===== config.mk =====
export PLATFORM = sky130hd
export DESIGN_NAME = fpu_seq
export DESIGN_NICKNAME = d
export VERILOG_FILES = /design/src/rtl/fpu_seq_pkg.sv /design/src/rtl/fpu_seq_lat_cnt.sv /design/src/rtl/fpu_seq.sv
export SDC_FILE = /design/constraint.sdc
export NUM_CORES = 1
export LEC_CHECK = 0
export ABC_AREA = 1
export BUFFER_PORTS_ARGS = -buffer_cell sky130_fd_sc_hd__buf_2
export CAP_MARGIN = 10
export CORE_ASPECT_RATIO = 1.75
export CORE_MARGIN = 3
export CORE_UTILIZATION = 47
export CTS_CLUSTER_DIAMETER = 40
export CTS_CLUSTER_SIZE = 28
export DETAILED_ROUTE_END_ITERATION = 8
export GPL_TIMING_DRIVEN = 1
export PLACE_DENSITY_LB_ADDON = 0.15
export SLEW_MARGIN = 25
export SYNTH_ARGS = -nofsm -noshare
export SYNTH_HDL_FRONTEND = slang
export SYNTH_SLANG_ARGS = --single-unit

===== constraint.sdc =====
create_clock -name clk_i -period 2.03 [get_ports clk_i]
set_input_delay 0.406 -clock clk_i [delete_from_list [all_inputs] [get_ports clk_i]]
set_output_delay 0.406 -clock clk_i [all_outputs]
set_load 0.1 [all_outputs]

===== src/rtl/fpu_seq_pkg.sv =====
// Shared definitions for the bexkat1 FPU issue/complete path.
//   fpufunc_t        : FPU function code (4-bit; codes 8..15 are unassigned)
//   FPU_LAT_*        : default pipeline latency of each FPU function
//   FPU_ST_*         : bit positions inside the sticky exception vector
//   fpu_latency()    : function code -> latency, using caller-supplied values
//   fpu_func_legal() : 1 when the function code is assigned
//   fpu_flag_mask()  : keeps only the exception flags a function can raise
package bexkat1Def;

  typedef enum logic [3:0] {
    FPU_CVTIS = 4'h0,
    FPU_CVTSI = 4'h1,
    FPU_ADD   = 4'h2,
    FPU_SUB   = 4'h3,
    FPU_MUL   = 4'h4,
    FPU_DIV   = 4'h5,
    FPU_SQRT  = 4'h6,
    FPU_NEG   = 4'h7
  } fpufunc_t;

  localparam int unsigned FPU_LAT_CVT    = 6;
  localparam int unsigned FPU_LAT_ADDSUB = 7;
  localparam int unsigned FPU_LAT_MUL    = 5;
  localparam int unsigned FPU_LAT_DIV    = 6;
  localparam int unsigned FPU_LAT_SQRT   = 16;
  localparam int unsigned FPU_LAT_NEG    = 1;

  localparam int FPU_ST_OV  = 0;
  localparam int FPU_ST_UN  = 1;
  localparam int FPU_ST_NAN = 2;
  localparam int FPU_ST_DZ  = 3;
  localparam int FPU_ST_ILL = 4;

  function automatic logic [4:0] fpu_latency(
    input fpufunc_t    f,
    input int unsigned lat_cvt,
    input int unsigned lat_addsub,
    input int unsigned lat_mul,
    input int unsigned lat_div,
    input int unsigned lat_sqrt,
    input int unsigned lat_neg
  );
    logic [4:0] lat;
    case (f)
      FPU_CVTIS, FPU_CVTSI: lat = lat_cvt[4:0];
      FPU_ADD, FPU_SUB:     lat = lat_addsub[4:0];
      FPU_MUL:              lat = lat_mul[4:0];
      FPU_DIV:              lat = lat_div[4:0];
      FPU_SQRT:             lat = lat_sqrt[4:0];
      FPU_NEG:              lat = lat_neg[4:0];
      default:              lat = 5'd1;
    endcase
    return lat;
  endfunction

  function automatic logic fpu_func_legal(input fpufunc_t f);
    logic ok;
    case (f)
      FPU_CVTIS, FPU_CVTSI, FPU_ADD, FPU_SUB,
      FPU_MUL, FPU_DIV, FPU_SQRT, FPU_NEG: ok = 1'b1;
      default:                             ok = 1'b0;
    endcase
    return ok;
  endfunction

  // raw is {dz,nan,un,ov}; sign change and conversions never raise flags,
  // and the square-root core only reports overflow.
  function automatic logic [3:0] fpu_flag_mask(input fpufunc_t f, input logic [3:0] raw);
    logic [3:0] m;
    case (f)
      FPU_ADD, FPU_SUB, FPU_MUL, FPU_DIV: m = raw;
      FPU_SQRT:                           m = {3'b000, raw[FPU_ST_OV]};
      default:                            m = 4'b0000;
    endcase
    return m;
  endfunction

endpackage


===== src/rtl/fpu_seq_lat_cnt.sv =====
// fpu_lat_cnt: 5-bit loadable down-counter with zero flag.
//   clk_i, rst_i (async, active-low)
//   load_i / load_val_i : load a new count (has priority over dec_i)
//   dec_i               : decrement by one
//   cnt_o / zero_o      : current count and (count == 0)
module fpu_lat_cnt (
  input  logic       clk_i,
  input  logic       rst_i,
  input  logic       load_i,
  input  logic [4:0] load_val_i,
  input  logic       dec_i,
  output logic [4:0] cnt_o,
  output logic       zero_o
);

  logic [4:0] cnt_q, cnt_d;

  always_comb begin
    cnt_d = cnt_q;
    if (load_i)     cnt_d = load_val_i;
    else if (dec_i) cnt_d = cnt_q - 5'd1;
  end

  always_ff @(posedge clk_i or negedge rst_i) begin
    if (!rst_i) cnt_q <= 5'd0;
    else        cnt_q <= cnt_d;
  end

  assign cnt_o  = cnt_q;
  assign zero_o = (cnt_q == 5'd0);

endmodule


===== src/rtl/fpu_seq.sv =====
// fpu_seq: issue/complete sequencer between the execute stage and the FPU.
//   clk_i, rst_i (async, active-low)
//   start_i/func_i/a_i/b_i : operation request, taken only while idle
//   flush_i                : abandon the in-flight operation
//   clr_flags_i            : clear sticky exception status
//   fpu_in1_o/fpu_in2_o/fpu_func_o : operands and function held for the FPU
//   fpu_out_i, fpu_{ov,un,nan,dz}_i: FPU result and exception flags
//   busy_o, done_o         : operation in flight / one-cycle completion pulse
//   result_o, flags_o      : last captured result and {dz,nan,un,ov}
//   sticky_o               : accumulated {illegal,dz,nan,un,ov}
module fpu_seq
  import bexkat1Def::*;
#(
  parameter int unsigned LAT_CVT    = FPU_LAT_CVT,
  parameter int unsigned LAT_ADDSUB = FPU_LAT_ADDSUB,
  parameter int unsigned LAT_MUL    = FPU_LAT_MUL,
  parameter int unsigned LAT_DIV    = FPU_LAT_DIV,
  parameter int unsigned LAT_SQRT   = FPU_LAT_SQRT,
  parameter int unsigned LAT_NEG    = FPU_LAT_NEG
) (
  input  logic        clk_i,
  input  logic        rst_i,
  input  logic        start_i,
  input  fpufunc_t    func_i,
  input  logic [31:0] a_i,
  input  logic [31:0] b_i,
  input  logic        flush_i,
  input  logic        clr_flags_i,
  output logic [31:0] fpu_in1_o,
  output logic [31:0] fpu_in2_o,
  output fpufunc_t    fpu_func_o,
  input  logic [31:0] fpu_out_i,
  input  logic        fpu_ov_i,
  input  logic        fpu_un_i,
  input  logic        fpu_nan_i,
  input  logic        fpu_dz_i,
  output logic        busy_o,
  output logic        done_o,
  output logic [31:0] result_o,
  output logic [3:0]  flags_o,
  output logic [4:0]  sticky_o
);

  typedef enum logic {S_IDLE = 1'b0, S_RUN = 1'b1} state_t;

  state_t      state_q, state_d;
  logic [31:0] in1_q, in1_d, in2_q, in2_d;
  fpufunc_t    func_q, func_d;
  logic        done_q, done_d;
  logic [31:0] result_q, result_d;
  logic [3:0]  flags_q, flags_d;
  logic [4:0]  sticky_q, sticky_d;

  logic        cnt_load, cnt_dec, cnt_zero;
  logic [4:0]  cnt_val, cnt_cur;
  logic [3:0]  raw_flags;

  assign raw_flags = {fpu_dz_i, fpu_nan_i, fpu_un_i, fpu_ov_i};
  // Latency is at least 1, so the load value never underflows.
  assign cnt_val   = fpu_latency(func_i, LAT_CVT, LAT_ADDSUB, LAT_MUL,
                                 LAT_DIV, LAT_SQRT, LAT_NEG) - 5'd1;

  fpu_lat_cnt u_cnt (
    .clk_i      (clk_i),
    .rst_i      (rst_i),
    .load_i     (cnt_load),
    .load_val_i (cnt_val),
    .dec_i      (cnt_dec),
    .cnt_o      (cnt_cur),
    .zero_o     (cnt_zero)
  );

  always_comb begin
    state_d  = state_q;
    in1_d    = in1_q;
    in2_d    = in2_q;
    func_d   = func_q;
    done_d   = 1'b0;
    result_d = result_q;
    flags_d  = flags_q;
    // Clear is applied before any capture so a same-edge capture survives.
    sticky_d = clr_flags_i ? 5'd0 : sticky_q;
    cnt_load = 1'b0;
    cnt_dec  = 1'b0;
    case (state_q)
      S_IDLE: begin
        if (start_i) begin
          in1_d    = a_i;
          in2_d    = b_i;
          func_d   = func_i;
          cnt_load = 1'b1;
          state_d  = S_RUN;
        end
      end
      S_RUN: begin
        if (flush_i) begin
          state_d = S_IDLE;
        end else if (cnt_zero) begin
          state_d = S_IDLE;
          done_d  = 1'b1;
          if (fpu_func_legal(func_q)) begin
            result_d      = fpu_out_i;
            flags_d       = fpu_flag_mask(func_q, raw_flags);
            sticky_d[3:0] = sticky_d[3:0] | flags_d;
          end else begin
            result_d             = 32'd0;
            flags_d              = 4'd0;
            sticky_d[FPU_ST_ILL] = 1'b1;
          end
        end else begin
          cnt_dec = 1'b1;
        end
      end
      default: state_d = S_IDLE;
    endcase
  end

  always_ff @(posedge clk_i or negedge rst_i) begin
    if (!rst_i) begin
      state_q  <= S_IDLE;
      in1_q    <= 32'd0;
      in2_q    <= 32'd0;
      func_q   <= FPU_CVTIS;
      done_q   <= 1'b0;
      result_q <= 32'd0;
      flags_q  <= 4'd0;
      sticky_q <= 5'd0;
    end else begin
      state_q  <= state_d;
      in1_q    <= in1_d;
      in2_q    <= in2_d;
      func_q   <= func_d;
      done_q   <= done_d;
      result_q <= result_d;
      flags_q  <= flags_d;
      sticky_q <= sticky_d;
    end
  end

  assign busy_o     = (state_q == S_RUN);
  assign done_o     = done_q;
  assign fpu_in1_o  = in1_q;
  assign fpu_in2_o  = in2_q;
  assign fpu_func_o = func_q;
  assign result_o   = result_q;
  assign flags_o    = flags_q;
  assign sticky_o   = sticky_q;

  // The counter value itself is only observed through its zero flag.
  logic unused_cnt;
  assign unused_cnt = ^cnt_cur;

endmodule


==> results of run 1 <==
final cells by class:
type                    instances  area [µm²]
multi-input cells             367        1610
repair buffers                227        1200
clock buffers                  20         447
fillers                       798        3030
inverters                      20        75.1
flip-flops and latches        116        2900
well taps                     122         153
clock inverters                11         230
cell usage in the layout, fill, tap and decap left out, types with 2 or more instances in the layout:
master     synthesis  routed
inv_1             20      20
clkbuf_16          0      17
dfrtp_1          116     115
nand2_2            1       2
clkbuf_1           3       2
bufinv_16          0       7
nand3_1            3       3
buf_12             0       3
buf_2             16     218
clkinv_2           0       4
ha_1               3       3
o21ai_1            2       2
nand2_1          260     259
o21ai_0           11      11
nor2_1            44      43
a21oi_2           23      23
nand4_1            6       6
a21oi_1           10      10
buf_4              4       5
critical path, stage by stage, from the launching register on:
cell     delay (ns)
dfrtp_2        0.43
inv_1          0.15
nand2_2        0.07
nor2_1         0.18
nand2_1        0.09
o21ai_0        0.19
ha_1           0.30
nand4_1        0.10
nand2_1        0.07
nand2_1        0.05
nand2_1        0.05
nand2_1        0.05
final timing paths:
path                                   to  slack, ns  depth (start not counted)
max in group asynchronous   fpu_in2_o[17]       0.85                          3
min in group asynchronous    result_o[28]       0.53                          2
max                        u_cnt.cnt_o[4]       0.19                         11
max reg2reg                u_cnt.cnt_o[4]       0.19                         11
min                         fpu_in1_o[18]       0.20                          3
min reg2reg                 fpu_in1_o[21]       0.47                          2
flip-flops by register name, summed over array words and instances, names as in the netlist:
| register | cells |
|---|---|
| fpu_in1_o | 32 |
| fpu_in2_o | 32 |
| result_o | 32 |
| sticky_o | 5 |
| u_cnt.cnt_o | 5 |
| flags_o | 4 |
| fpu_func_o | 4 |
| busy_o | 1 |
| done_o | 1 |
per-stage QoR:
stage	instance area, µm²	instances	worst slack [ns]	util	hold slack, ns
after floorplan	4720	529	0.0746	-	0.110
after global routing	6610	883	0.0246	0.686	0.181
after CTS	6610	883	0.214	0.686	0.178
after detailed placement	5930	851	0.0646	0.614	0.417
after global placement	5930	851	0.128	0.614	0.406
final	6610	883	0.192	0.686	0.198
cells by family after synthesis:
group | Yosys count
AOI/OAI and AO/OA | 48
xor gates and xnor gates | 1
adders and majority gates | 3
buffers and inverters | 46
DFF | 116
and+or+nand+nor | 315
routing by layer:
metal | part of all wire | GRT usage
met1 | 0.38 | 0.251
met2 | 0.53 | 0.383
met3 | 0.076 | 0.0644
met4 | 0.015 | 0.0814
met5 | 0.0010 | 0
timing repair:
| action | CTS | global route |
|---|---|---|
| hold buffers | 1 | 0 |
| hold endpoints to repair | 19 | 0 |
| setup buffers | 0 | 0 |
==> metrics.md, run 1 <==
| Metric | Value |
|---|---|
| Outcome | `completed` |
| Final min period | `1.84 ns` |
| # diodes | `0` |
| Synth Area in Compound Gates | `0.0705` |
| Max-Cap Viols | `0` |
| Worst setup path startpoint | `busy_o` |
| Final wirelength | `12400 µm` |
| Top post-synthesis cells by area | `dfrtp_1 61%, nand2_1 21%, a21oi_2 4.3%` |
| Synth top area share | `0.615` |
| Cts repair resizes | `0` |
| Worst hold path type | `in -> reg` |
| H-tree levels | `4` |
| ANT nets after route | `0` |
| Drt pass-1 iters | `4` |
| Worst clock skew | `0.00803 ns` |
| Initial antenna violation count | `1` |
| RSZ-0062 raised after global routing | `no` |
| WL/cell | `14.0 µm` |
| Row cnt | `47` |
| Worst slew pin tran | `0.613 ns` |
| Setup tns final | `0 ns` |
| Post-Syn Nets | `641` |
| Initial DRC Count | `141` |
| Tcrit/Tclk final | `0.905` |
| Slew Limit Fails | `0` |
| I/O pin total | `220` |
| Most frequent cells after synthesis | `260 x nand2_1, 116 x dfrtp_1, 44 x nor2_1` |
| Cell area after synthesis | `4720 µm²` |
| Largest family of logic cells by synthesized area | `simple AND/OR/NAND/NOR gates` |
| CP Max Fanout | `4` |
| Grt total ovfl | `0` |
| Initial Util | `0.490` |
| Syn Inst Count | `529` |
| Die Width | `81.8 µm` |
| Largest net degree at the start of global routing | `75` |
| Die area | `11300 µm²` |
| Ys async rst share | `1.00` |
| Hold wc startpoint | `a_i[18]` |
| Synth area leader | `dfrtp_1` |
| Core area | `9640 µm²` |
| CTS tree | `done` |
| Via density | `4.75` |
| DRC errors left | `0` |
| Port-buffer cells | `219` |
| CTS buffer count | `17` |
| Final setup fails | `0` |
| Final Hold Viols | `0` |
| Count leader, synth | `nand2_1` |
| WP data required | `2.32 ns` |
| CTS root buffer | `clkbuf_16` |
| Vias in the first global route | `4049` |
| Post-synthesis mux area share | `0` |
| Post-DP HPWL | `9010 µm` |
| Unique masters post-synth | `20` |
| Worst slew margin | `0.592` |
| Reg2reg start | `busy_o` |
| Post-synthesis sequential area ratio | `0.615` |
| CP Class | `reg -> reg` |
| Avg Cell Area, Syn | `8.93 µm²` |
| Clock transition at the registers of the reported paths | `0.05 ns` |
| Clk_lat worst skew | `0.40 ns` |
| Post-synth EDFFs | `0` |
| Longest Clk Path Bufs | `2` |
| Synth Area in Simple Gates | `0.256` |
| GP Congestion | `0.757` |
| Main flop type after synthesis | `dfrtp_1` |
| Adder-Cell Fraction of Synth Area | `0.00795` |
| XOR/XNOR share of the synthesized area | `0.00185` |
| Synth-to-layout area growth | `40.0%` |
| Maximum clock frequency | `544 MHz` |
| Sinks on Clock Net | `116` |
| Tot GR Track Use | `0.221` |
| Number of synthesized register bits | `116` |
| Die Y | `139 µm` |
| First-pass GRT wire length | `19400 µm` |
| Startpoint class of the critical path | `flip-flop` |
| Share of cells above drive strength 1 | `0.372` |
| # nets final | `861` |
| Total number of vias | `4191` |
| Worst Path Arrival | `2.12 ns` |
| Crit end category | `flip-flop` |
| Yosys Warn Count | `0` |
Power of run 1 is not shown: default switching activity piles up to over one toggle a cycle in this logic, so the estimate is an artifact.
==> run 2, diff against run 1 <==
--- a/config.mk
+++ b/config.mk
@@ -16,6 +16,7 @@
 export DETAILED_ROUTE_END_ITERATION = 8
 export GPL_TIMING_DRIVEN = 1
 export PLACE_DENSITY_LB_ADDON = 0.15
+export SETUP_SLACK_MARGIN = 0.3
 export SLEW_MARGIN = 25
 export SYNTH_ARGS = -nofsm -noshare
 export SYNTH_HDL_FRONTEND = slang
==> metrics.md, run 2 (synthesized netlist as in run 1, its figures left out) <==
| Metric | Value |
|---|---|
| CP Class | `reg -> out` |
| Outcome | `completed` |
| Maximum clock frequency | `597 MHz` |
| Tot GR Track Use | `0.220` |
| Fill count | `811` |
| Grt total ovfl | `0` |
| FF-to-FF path depth | `11` |
| Clock transition at the registers of the reported paths | `0.05 ns` |
| Most common cell after layout, fill and taps aside | `nand2_1` |
| Crit end category | `primary output` |
| Cell family with most CP delay | `buffers and inverters` |
| CP Max Fanout | `3` |
| Longest Clk Path Bufs | `2` |
| CTS tree | `done` |
| Worst path max stage delay | `0.44 ns` |
| Vias in the first global route | `4323` |
| Die Width | `81.8 µm` |
| Final setup fails | `0` |
| End-of-flow core utilization | `0.679` |
| Worst Path Arrival | `1.27 ns` |
| Worst slew pin tran | `0.508 ns` |
| Initial DRC Count | `161` |
| # diodes | `0` |
| CP Depth | `1` |
| First-pass GRT wire length | `19500 µm` |
| Worst clock skew | `0.00617 ns` |
| CTS buffer count | `17` |
| Die area | `11300 µm²` |
| Sinks on Clock Net | `116` |
| Final wirelength | `12300 µm` |
| H-tree levels | `4` |
| Pre-CTS setup slack | `0.211 ns` |
| WL/cell | `13.9 µm` |
| Setup tns final | `0 ns` |
| Worst slew margin | `0.664` |
| # nets final | `865` |
| DRC errors left | `0` |
| I/O pin total | `220` |
| Share of cells above drive strength 1 | `0.377` |
| Die Y | `139 µm` |
| GP Congestion | `0.888` |
| WP data required | `1.62 ns` |
| Worst Path Buf+Inv | `1` |
| ANT nets after route | `0` |
| Port-buffer cells | `219` |
| Tcrit/Tclk final | `0.825` |
| Drt pass-1 iters | `4` |
| Total number of vias | `4226` |
| RSZ-0062 raised after global routing | `yes` |
| CTS root buffer | `clkbuf_16` |
| Row cnt | `47` |
| Crit path cell chain | `buf_2` |
| Most frequent cells in the layout | `259 x nand2_1, 218 x buf_2, 115 x dfrtp_1` |
| Clk_lat worst skew | `0.39 ns` |
| Largest net degree at the start of global routing | `75` |
| Worst hold path type | `in -> reg` |
| Final min period | `1.67 ns` |
| Hold path cells | `3` |
| Startpoint class of the critical path | `flip-flop` |
| CP max stage cell | `buf_2` |
| Post-DP HPWL | `8880 µm` |
| Synth-to-layout area growth | `38.7%` |
| Via density | `4.78` |
| Core area | `9640 µm²` |
| Initial antenna violation count | `0` |
| Worst setup margin | `0.356 ns` |
| Final Hold Viols | `0` |
| Max-Cap Viols | `0` |
| Worst hold slack | `0.204 ns` |
| Slew Limit Fails | `0` |
| Initial Util | `0.490` |
## run 2: cell count changes in the layout (fill, tap and decap cells not counted), sizes merged
cell | before | now
bufinv | 7 | 2
clkbuf | 20 | 24
buf | 226 | 229
## run 2: worst paths after layout
check / start / to / slack, ns
max: busy_o / busy_o / 0.36
min: b_i[27] / fpu_in2_o[27] / 0.20
max reg2reg: busy_o / u_cnt.cnt_o[4] / 0.40
min reg2reg: fpu_in2_o[5] / fpu_in2_o[5] / 0.47
max in group asynchronous: rst_i / fpu_in1_o[31] / 0.92
min in group asynchronous: rst_i / result_o[24] / 0.49
## run 2: layout make-up
| cell class | count | area [µm²] | area share |
|---|---|---|---|
| sequential | 116 | 2910 | 0.444 |
| inverter | 20 | 75.1 | 0.0115 |
| tap | 122 | 153 | 0.0233 |
| clock buffer | 23 | 468 | 0.0714 |
| clock inverter | 6 | 80.1 | 0.0122 |
| timing repair buffer | 231 | 1240 | 0.189 |
| multi-input combinational | 367 | 1630 | 0.248 |
## run 2: what timing repair did
action	4_1_cts	5_1_grt
resized for setup	0	5
endpoints found under the hold margin	28	0
hold buffers	1	0
endpoints found under the setup margin	0	32
buffers inserted	0	0
## run 2: stage by stage
| step | instance area [µm²] | instances |
|---|---|---|
| after CTS | 6520 | 884 |
| after detailed placement | 5960 | 854 |
| after global placement | 5960 | 854 |
| final | 6550 | 885 |
| after floorplan | 4740 | 529 |
| after global routing | 6550 | 885 |
## run 2: metal layers
layer / routed length [µm] / global-route usage / up-vias
li1: - / - / 2077
met1: 4570 / 0.236 / 1952
met2: 6470 / 0.385 / 166
met3: 841 / 0.0605 / 31
met4: 390 / 0.105 / 0
met5: 0 / 0 / -
Power of run 2 is left out for the same reason.
==> run 3, diff against run 2 <==
==> constraint.sdc (replaced) <==
create_clock -name clk_i -period 1.7 [get_ports clk_i]
set_input_delay 0.34 -clock clk_i [delete_from_list [all_inputs] [get_ports clk_i]]
set_output_delay 0.34 -clock clk_i [all_outputs]
set_load 0.1 [all_outputs]
==> metrics.md, run 3 (synthesized netlist as in run 1, its figures left out) <==
| Metric | Value |
|---|---|
| Port-buffer cells | `219` |
| ANT nets after route | `0` |
| # nets final | `904` |
| CP Class | `reg -> reg` |
| Tcrit/Tclk final | `0.968` |
| Startpoint class of the critical path | `flip-flop` |
| Clock transition at the registers of the reported paths | `0.06 ns` |
| Final wirelength | `17300 µm` |
| Most frequent cells in the layout | `253 x nand2_1, 107 x buf_2, 96 x dfrtp_1` |
| CTS buffer count | `17` |
| Initial Util | `0.490` |
| Worst slew pin tran | `0.413 ns` |
| Maximum clock frequency | `607 MHz` |
| Die Y | `139 µm` |
| CP max stage cell | `dfrtp_1` |
| RSZ-0062 raised after global routing | `yes` |
| Die Width | `81.8 µm` |
| Initial DRC Count | `260` |
| Worst hold path type | `in -> reg` |
| Largest net degree at the start of global routing | `55` |
| Final min period | `1.65 ns` |
| Worst r2r dst | `result_o[16]` |
| WL/cell | `18.6 µm` |
| CP Max Fanout | `6` |
| Hold wc startpoint | `a_i[26]` |
| FF-to-FF path depth | `8` |
| Hold path cells | `3` |
| Worst Path Arrival | `1.96 ns` |
| Worst slew margin | `0.724` |
| CP most frequent cell | `buf_8` |
| Final setup fails | `0` |
| Worst clock skew | `0.00859 ns` |
| CTS root buffer | `clkbuf_16` |
| Fill count | `460` |
| Slew Limit Fails | `0` |
| Final Hold Viols | `0` |
| Synth-to-layout area growth | `79.0%` |
| Clk_lat worst skew | `0.41 ns` |
| Worst hold endpoint | `fpu_in1_o[26]` |
| Crit end category | `flip-flop` |
| Max-Cap Viols | `0` |
| Sinks on Clock Net | `116` |
| Most common cell after layout, fill and taps aside | `nand2_1` |
| I/O pin total | `220` |
| Reg2reg start | `u_cnt.cnt_o[1]` |
| First-pass GRT wire length | `23800 µm` |
| Total number of vias | `4698` |
| GP Congestion | `0.916` |
| End-of-flow core utilization | `0.877` |
| Post-route cell area | `8450 µm²` |
| Crit path cell chain | `nor2_1, nand4_1, nor3_4, buf_12, buf_8, buf_8, nor2_4, a21oi_2` |
| Flop2flop setup slack | `0.05 ns` |
| Tot GR Track Use | `0.272` |
| DRC errors left | `0` |
| Initial antenna violation count | `1` |
| Core area | `9640 µm²` |
| Longest Clk Path Bufs | `2` |
| Outcome | `completed` |
| WP data required | `2.02 ns` |
| H-tree levels | `4` |
| Placed instance area | `6140 µm²` |
| CTS tree | `done` |
| Drt pass-1 iters | `6` |
| Row cnt | `47` |
| Post-DP HPWL | `9270 µm` |
| Via density | `5.06` |
| Die area | `11300 µm²` |
| Worst path max stage delay | `0.38 ns` |
| Share of cells above drive strength 1 | `0.504` |
| Vias in the first global route | `4907` |
| Grt total ovfl | `0` |
## run 3: cell types whose count changed in the layout (fill, tap and decap cells not counted), sizes merged
cell      previous run  this run
buf                229       266
clkbuf              24        23
clkinvlp             0         5
diode                0         1
inv                 20        21
## run 3: metal layers
layer,GRT usage,vias up,share of wire
li1,-,2163,-
met1,0.294,2251,0.35
met3,0.0774,50,0.072
met5,0,-,0
met4,0.0814,0,0.032
met2,0.496,234,0.55
## run 3: how the worst max path moves through the flow
stage / start / end / cells after the start
2_1_floorplan: busy_o / u_cnt.cnt_o[2] / 10
3_3_place_gp: func_i[0] / u_cnt.cnt_o[4] / 12
3_5_place_dp: func_i[0] / u_cnt.cnt_o[4] / 12
4_1_cts: busy_o / u_cnt.cnt_o[4] / 11
5_1_grt: u_cnt.cnt_o[1] / result_o[16] / 8
6_report: u_cnt.cnt_o[1] / result_o[16] / 8
## run 3: per-stage QoR
stage	cells	hold WS, ns	TNS (ns)	worst slack, ns
after floorplan	529	0.0444	0	0.0420
after CTS	913	0.116	0	0.163
after global placement	862	0.297	0	0.00400
after detailed placement	862	0.298	-0.0504	-0.0504
after global routing	928	0.126	-0.00327	-0.00327
final	928	0.122	0	0.0537
## run 3: critical path: cells and delay by family (launching register included)
kind,cells,cell delay [ns]
AOI/OAI and AO/OA,1,0.16
buffers and inverters,3,0.42
DFF,1,0.38
and+or+nand+nor,4,0.60
## run 3: final cells by class
class                           count  area (µm²)  area share
Inverter                           20        77.6     0.00918
Tap cell                          122         153      0.0181
Sequential cell                   116        2930       0.347
Clock buffer                       20         457      0.0540
Timing Repair Buffer              270        2740       0.324
Clock inverter                     12         130      0.0154
Antenna cell                        1        2.50    0.000296
Multi-Input combinational cell    367        1970       0.233
## run 3: timing repair
item / 4_1_cts / 5_1_grt
hold buffers: 1 / 0
pin swaps: 5 / 15
endpoints found under the setup margin: 200 / 107
resized for setup: 236 / 169
buffers inserted: 15 / 10
endpoints found under the hold margin: 23 / 0
cloned: 3 / 4
Power of run 3 is left out for the same reason.
